### src/rtl/sha256_padder.sv
// sha256_padder: FIPS 180-4 padding front end writing whole 512-bit blocks into the SHA-256 FIFO.
// Optional SHA256_PADDER_BYTESWAP_EN byte-swaps incoming message words for little-endian masters.
module sha256_padder (
  input  logic        clk,
  input  logic        rstn,
  input  logic        start_i,
  output logic        busy_o,
  input  logic        msg_valid_i,
  output logic        msg_ready_o,
  input  logic [31:0] msg_dat_i,
  input  logic        msg_last_i,
  input  logic [2:0]  msg_bytes_i,
  input  logic        fifo_afull_i,
  output logic        fifo_wr_en,
  output logic [31:0] fifo_wr_dat,
  output logic [15:0] blocks_o,
  output logic        done_o
);
  typedef enum logic [2:0] {IDLE, DATA, PAD80, ZERO, LENHI, LENLO} state_t;
  state_t state, state_n;
  logic [63:0] bits;
  logic [3:0] pos;
  logic [31:0] din, wdat;
  logic [2:0] n;
  logic [5:0] add;
  logic wr, hs, at14;
`ifdef SHA256_PADDER_BYTESWAP_EN
  assign din = {msg_dat_i[7:0], msg_dat_i[15:8], msg_dat_i[23:16], msg_dat_i[31:24]};
`else
  assign din = msg_dat_i;
`endif
  assign n = msg_bytes_i > 3'd4 ? 3'd4 : msg_bytes_i;
  assign msg_ready_o = state == DATA && !fifo_afull_i;
  assign hs = msg_valid_i && msg_ready_o;
  // the write happening now leaves pos at 14, so the length words come next
  assign at14 = pos == 4'd13;
  always_comb begin
    state_n = state;
    wr = 1'b0;
    wdat = '0;
    add = '0;
    case (state)
      IDLE: state_n = start_i ? DATA : IDLE;
      DATA: if (hs) begin
        wr = 1'b1;
        add = msg_last_i ? {n, 3'b000} : 6'd32;
        wdat = msg_last_i && n != 3'd4
             ? (din & ~(32'hFFFF_FFFF >> {n[1:0], 3'b000})) | (32'h8000_0000 >> {n[1:0], 3'b000})
             : din;
        if (msg_last_i) state_n = n == 3'd4 ? PAD80 : at14 ? LENHI : ZERO;
      end
      PAD80: if (!fifo_afull_i) begin
        wr = 1'b1;
        wdat = 32'h8000_0000;
        state_n = at14 ? LENHI : ZERO;
      end
      ZERO: if (!fifo_afull_i) begin
        wr = 1'b1;
        state_n = at14 ? LENHI : ZERO;
      end
      LENHI: if (!fifo_afull_i) begin
        wr = 1'b1;
        wdat = bits[63:32];
        state_n = LENLO;
      end
      LENLO: if (!fifo_afull_i) begin
        wr = 1'b1;
        wdat = bits[31:0];
        state_n = IDLE;
      end
      default: state_n = IDLE;
    endcase
  end
  always_ff @(posedge clk) begin
    if (!rstn) begin
      state <= IDLE;
      bits <= '0;
      pos <= '0;
      busy_o <= 1'b0;
      fifo_wr_en <= 1'b0;
      fifo_wr_dat <= '0;
      blocks_o <= '0;
      done_o <= 1'b0;
    end else begin
      state <= state_n;
      fifo_wr_en <= wr;
      done_o <= state == LENLO && wr;
      if (wr) fifo_wr_dat <= wdat;
      if (state == IDLE && start_i) begin
        bits <= '0;
        pos <= '0;
        blocks_o <= '0;
        busy_o <= 1'b1;
      end
      if (wr) begin
        pos <= pos + 4'd1;
        bits <= bits + 64'(add);
        if (pos == 4'd15) blocks_o <= blocks_o + 16'd1;
      end
      if (state == LENLO && wr) busy_o <= 1'b0;
    end
  end
endmodule

### config.mk
export PLATFORM = sky130hd
export DESIGN_NAME = sha256_padder
export DESIGN_NICKNAME = d
export VERILOG_FILES = /design/src/rtl/sha256_padder.sv
export SDC_FILE = /design/constraint.sdc
export NUM_CORES = 1
export LEC_CHECK = 0
export BUFFER_PORTS_ARGS = -buffer_cell sky130_fd_sc_hd__buf_2
export CAP_MARGIN = 15
export CELL_PAD_IN_SITES_DETAIL_PLACEMENT = 0
export CELL_PAD_IN_SITES_GLOBAL_PLACEMENT = 1
export CORE_MARGIN = 8
export CORE_UTILIZATION = 35
export DETAILED_ROUTE_END_ITERATION = 8
export PLACE_DENSITY = 0.74
export SYNTH_ARGS = -nofsm -noshare
export SYNTH_HDL_FRONTEND = slang
export SYNTH_SLANG_ARGS = --single-unit
### constraint.sdc
create_clock -name clk -period 4.6 [get_ports clk]
set_input_delay 0.69 -clock clk [delete_from_list [all_inputs] [get_ports clk]]
set_output_delay 0.69 -clock clk [all_outputs]
set_load 0.05 [all_outputs]
==> results.txt <==
The total setup buffers inserted after CTS came out at 0. TritonCTS built the clock tree. The proportion of netlist area held by the largest area contributor is 37.82%.

The internal portion of the total power is 0.002102 W. The slowest stage of the critical path is the or3b_2 cell. The overall track demand over capacity in global routing came out at 17.58%. The largest stage delay on the critical path came out at 0.60 ns. The residual overflow from global routing came out at 0. The worst path in the final design needs a cycle of 3.815 ns, including I/O delays and setup. In this run the worst path has a maximum fanout of 12. The starting density of the core is 35.31%.

The number of antenna violations at the first check in global routing came out at 0. The met2 usage came out at 26.53%. met2 is the most crowded layer. The congestion estimate from routability-driven global placement came to 0.8364.

In this run switching power makes up 30.83% of total power. The synthesized netlist contains 63 unique library cells. The area of the die is 22550 um^2. The worst hold slack after final layout came out at 0.4630 ns.

The total clock sinks came out at 119. In this run the vertical extent of the chip is 150.2 um. Headroom to the max-slew limit came out at 28.91%.

The count of nets after finishing came out at 878. The maximum number of pins on one net before global-route repair is 76. The met3 track demand over resource in global routing is 3.457%. After synthesis, the most frequently instantiated cells are 119 x dfxtp_1, 87 x nor2_1, 54 x nand2_1, 44 x a21oi_1, 42 x mux2i_1.

Data arrives at the worst endpoint at 4.15 ns. The final worst clock skew came out at 0.007496 ns. Detailed placement ended at an HPWL of 13910 um.

In this run the worst hold path is classified as reg -> reg. The repair_antennas step left the layout with diodes totalling 0. The worst-margin pin slew came out at 1.058 ns.

The instance count of the mapped netlist came out at 748. Setup violations remaining at the end of the flow were counted as 0. The area added between synthesis and finish came out at 20.79%.

The core outline area is 17840 um^2. Setup repair after global routing left no endpoint under its margin. The critical path's most frequent cell is a21oi_1. The count of cells resized by post-cts repair is 0.

The tool flagged a number of max-cap violations equal to 0. The multiplexer area fraction after synthesis is 7.388%. In the final layout, the share of cells above drive strength 1 is 18.81%.

Summing every instance area after synthesis gives 6300 um^2. The proportion of register bits with asynchronous set or reset after synthesis is 0%. The share of the Yosys chip area taken by registers is 37.82%.

The setup path with the least slack is of type reg -> reg. The number of nets in the synthesized netlist is 799. The number of flops mapped to enable cells by yosys came out at 0. The critical path goes through or3b_2 > nor2_1 > and3_1 > ha_1 > fa_1 > a21oi_1 > or3_4 > or3_1 > buf_4 > or4_1 > a21oi_1. The post-CTS clock slew at the launch and capture registers of the worst setup and hold paths came out at 0.06 ns.

The CTS buffer count came out at 17. The number of buffers inserted by port buffering is 92. The leakage component of the power came out at 2.694 nW. The synthesized-area fraction occupied by xor and xnor cells is 2.502%. The count of routing violations after the opening detailed-route iteration came out at 456. Dividing total power by cell area gives a power density of 399.2 nW/um^2.

The detail-routed via count per cell came out at 5.637. The simple-gate share of the synthesized area came out at 24.79%. Combinational logic is responsible for 18.3% of the overall power. The final critical-path share of the clock period came out at 82.94%. Of all cell types, the one taking the most synthesized area is dfxtp_1. The clock root buffer is clkbuf_16. The post-synthesis compound-gate area fraction is 21.31%. The number of nets with antenna violations after detailed routing is 0. The number of DRC violations after detailed routing came out at 0. The H-tree depth is 4. STA classifies the critical path endpoint as a flip-flop.

Yosys instantiated no cell more often than dfxtp_1. The adder and majority cell fraction of the synthesized area came out at 2.105%. Summing over every cut layer, the via total after detailed routing is 6026. The required time at the endpoint of the critical path is 4.94 ns. The final-report max-slew violation count came out at 0. The clock network is responsible for 46.6% of the overall power. Setup total negative slack on the finished layout was measured at 0 ns. The met1 track demand over resource in global routing is 24.54%. The number of warnings reported in the yosys synthesis log is 0. The final hold violation count is 0.

The flop and latch count out of synthesis came out at 119. The via count of the first global-routing pass came out at 5576. The iteration count of the initial detailed-routing pass is 5. The average size of a mapped cell came out at 8.422 um^2.

The switching power came out at 0.0009365 W. For this run, the top clock speed supported by timing is 0.2621 GHz. The post-cts hold buffer count came out at 0.

After synthesis, the largest family of logic cells by area is simple AND/OR/NAND/NOR gates. The die span in x is 150.2 um. The first-pass GRT wire length is 31430 um. Yosys attributes the largest share of cell area to dfxtp_1 38%, mux2i_1 6.7%, nor2_1 5.2%.

The total wire length came out at 19510 um. Dividing the detail-routed wire length by the instance count gives 18.25 um. For this run, the leading register cell type out of synthesis is dfxtp_1.

The maximum buffer depth of the clock tree came out at 2. The number of top-level pins came out at 93. For the worst-skew pair, the clock arrives at the later sink with an insertion delay of 0.42 ns. The largest vdd supply drop is 0.2436 mV. The flow ran to the end, and the final reports show no timing, DRC or antenna violations. The layout filler cell count came out at 1748. The share of total power in sequential cells is 35.1%. After floorplanning, the core was divided into 49 placement rows. The category of the worst setup path launch point is a flip-flop.
[cells in the final DEF (no fill, tap or decap), types with 7 or more instances in the layout]
cell         n
xnor2_1     13
nor3_1      22
nand4_1     23
o2bb2ai_1   26
nand2_1     54
nand3_1     31
a22oi_1     30
or4_1       14
nor2_1      86
a21oi_1     44
o21ai_0     14
clkbuf_16   17
dfxtp_1    118
nand2b_1    12
buf_2       92
and3_1       7
buf_4       11
inv_1       19
o311ai_0     8
ha_1         9
mux2i_1     42
nor4_1      11
or3_1       12
o211ai_1    13
[state kept, by name, indices dropped and copies added (netlist names)]
register     flops
bits            61
fifo_wr_dat     32
blocks_o        16
pos              4
state            3
busy_o           1
done_o           1
fifo_wr_en       1
[cell type report]
class	count	area (um^2)	share of cell area (%)
repair buffers	104	550.5	7.234
clock buffers	18	439.2	5.771
inverters	21	78.83	1.036
well taps	229	286.5	3.765
clock inverters	14	187.7	2.466
multi-input cells	564	3684	48.41
flip-flops and latches	119	2384	31.32
[cells by family after synthesis]
kind of cell    count (synthesis)
compound gates                186
xor+xnor                       18
fa+ha+maj                      10
buf+inv                        65
flops                         119
mux                            46
simple gates                  304
[through the flow]
step / total power (W) / util [%] / setup slack, ns / cell area, um^2 / instances
2_1_floorplan: 0.001477 / - / 1.031 / 6300 / 748
3_3_place_gp: 0.001646 / 39.10 / 0.7497 / 6975 / 1036
3_5_place_dp: 0.001646 / 39.10 / 0.7024 / 6975 / 1036
4_1_cts: 0.003059 / 42.61 / 0.7947 / 7602 / 1068
5_1_grt: 0.003160 / 42.65 / 0.5386 / 7610 / 1069
6_report: 0.003038 / 42.65 / 0.7849 / 7610 / 1069
[routing by layer]
metal | routed length, um | part of all wire [%] | vias up
li1 | - | - | 2982
met1 | 9352 | 48 | 2836
met2 | 8639 | 44 | 181
met3 | 1196 | 6.1 | 27
met4 | 317 | 1.6 | 0
met5 | 0 | 0 | -
[worst max-delay path, delay by kind of cell (launching register included)]
kind	cells	cell delay (ns)
simple gates	6	2.35
flops	1	0.43
fa+ha+maj	2	0.41
compound gates	2	0.32
buf+inv	1	0.23
[power by group through the flow]
stage	clock (W)	sequential [W]	combinational, W
finish	0.00141	0.00107	0.000557
global route	0.00149	0.00107	0.000604
CTS	0.00143	0.00107	0.000558
detailed placement	0	0.00109	0.000558
global placement	0	0.00109	0.000558
floorplan	0	0.00110	0.000381
[worst paths after layout]
| check | startpoint | to | slack [ns] | cells after the start |
|---|---|---|---|---|
| worst max-delay path | state[1]$_SDFFE_PN0P_ | bits[45]$_SDFFE_PN0P_ | 0.78 | 11 |
| worst max register to register | state[1]$_SDFFE_PN0P_ | bits[45]$_SDFFE_PN0P_ | 0.78 | 11 |
| worst min register to register | fifo_wr_dat[23]$_SDFFE_PN0P_ | fifo_wr_dat[23]$_SDFFE_PN0P_ | 0.46 | 2 |
| worst min-delay path | fifo_wr_dat[23]$_SDFFE_PN0P_ | fifo_wr_dat[23]$_SDFFE_PN0P_ | 0.46 | 2 |
No activity file was read; power rests on OpenSTA's default activity.
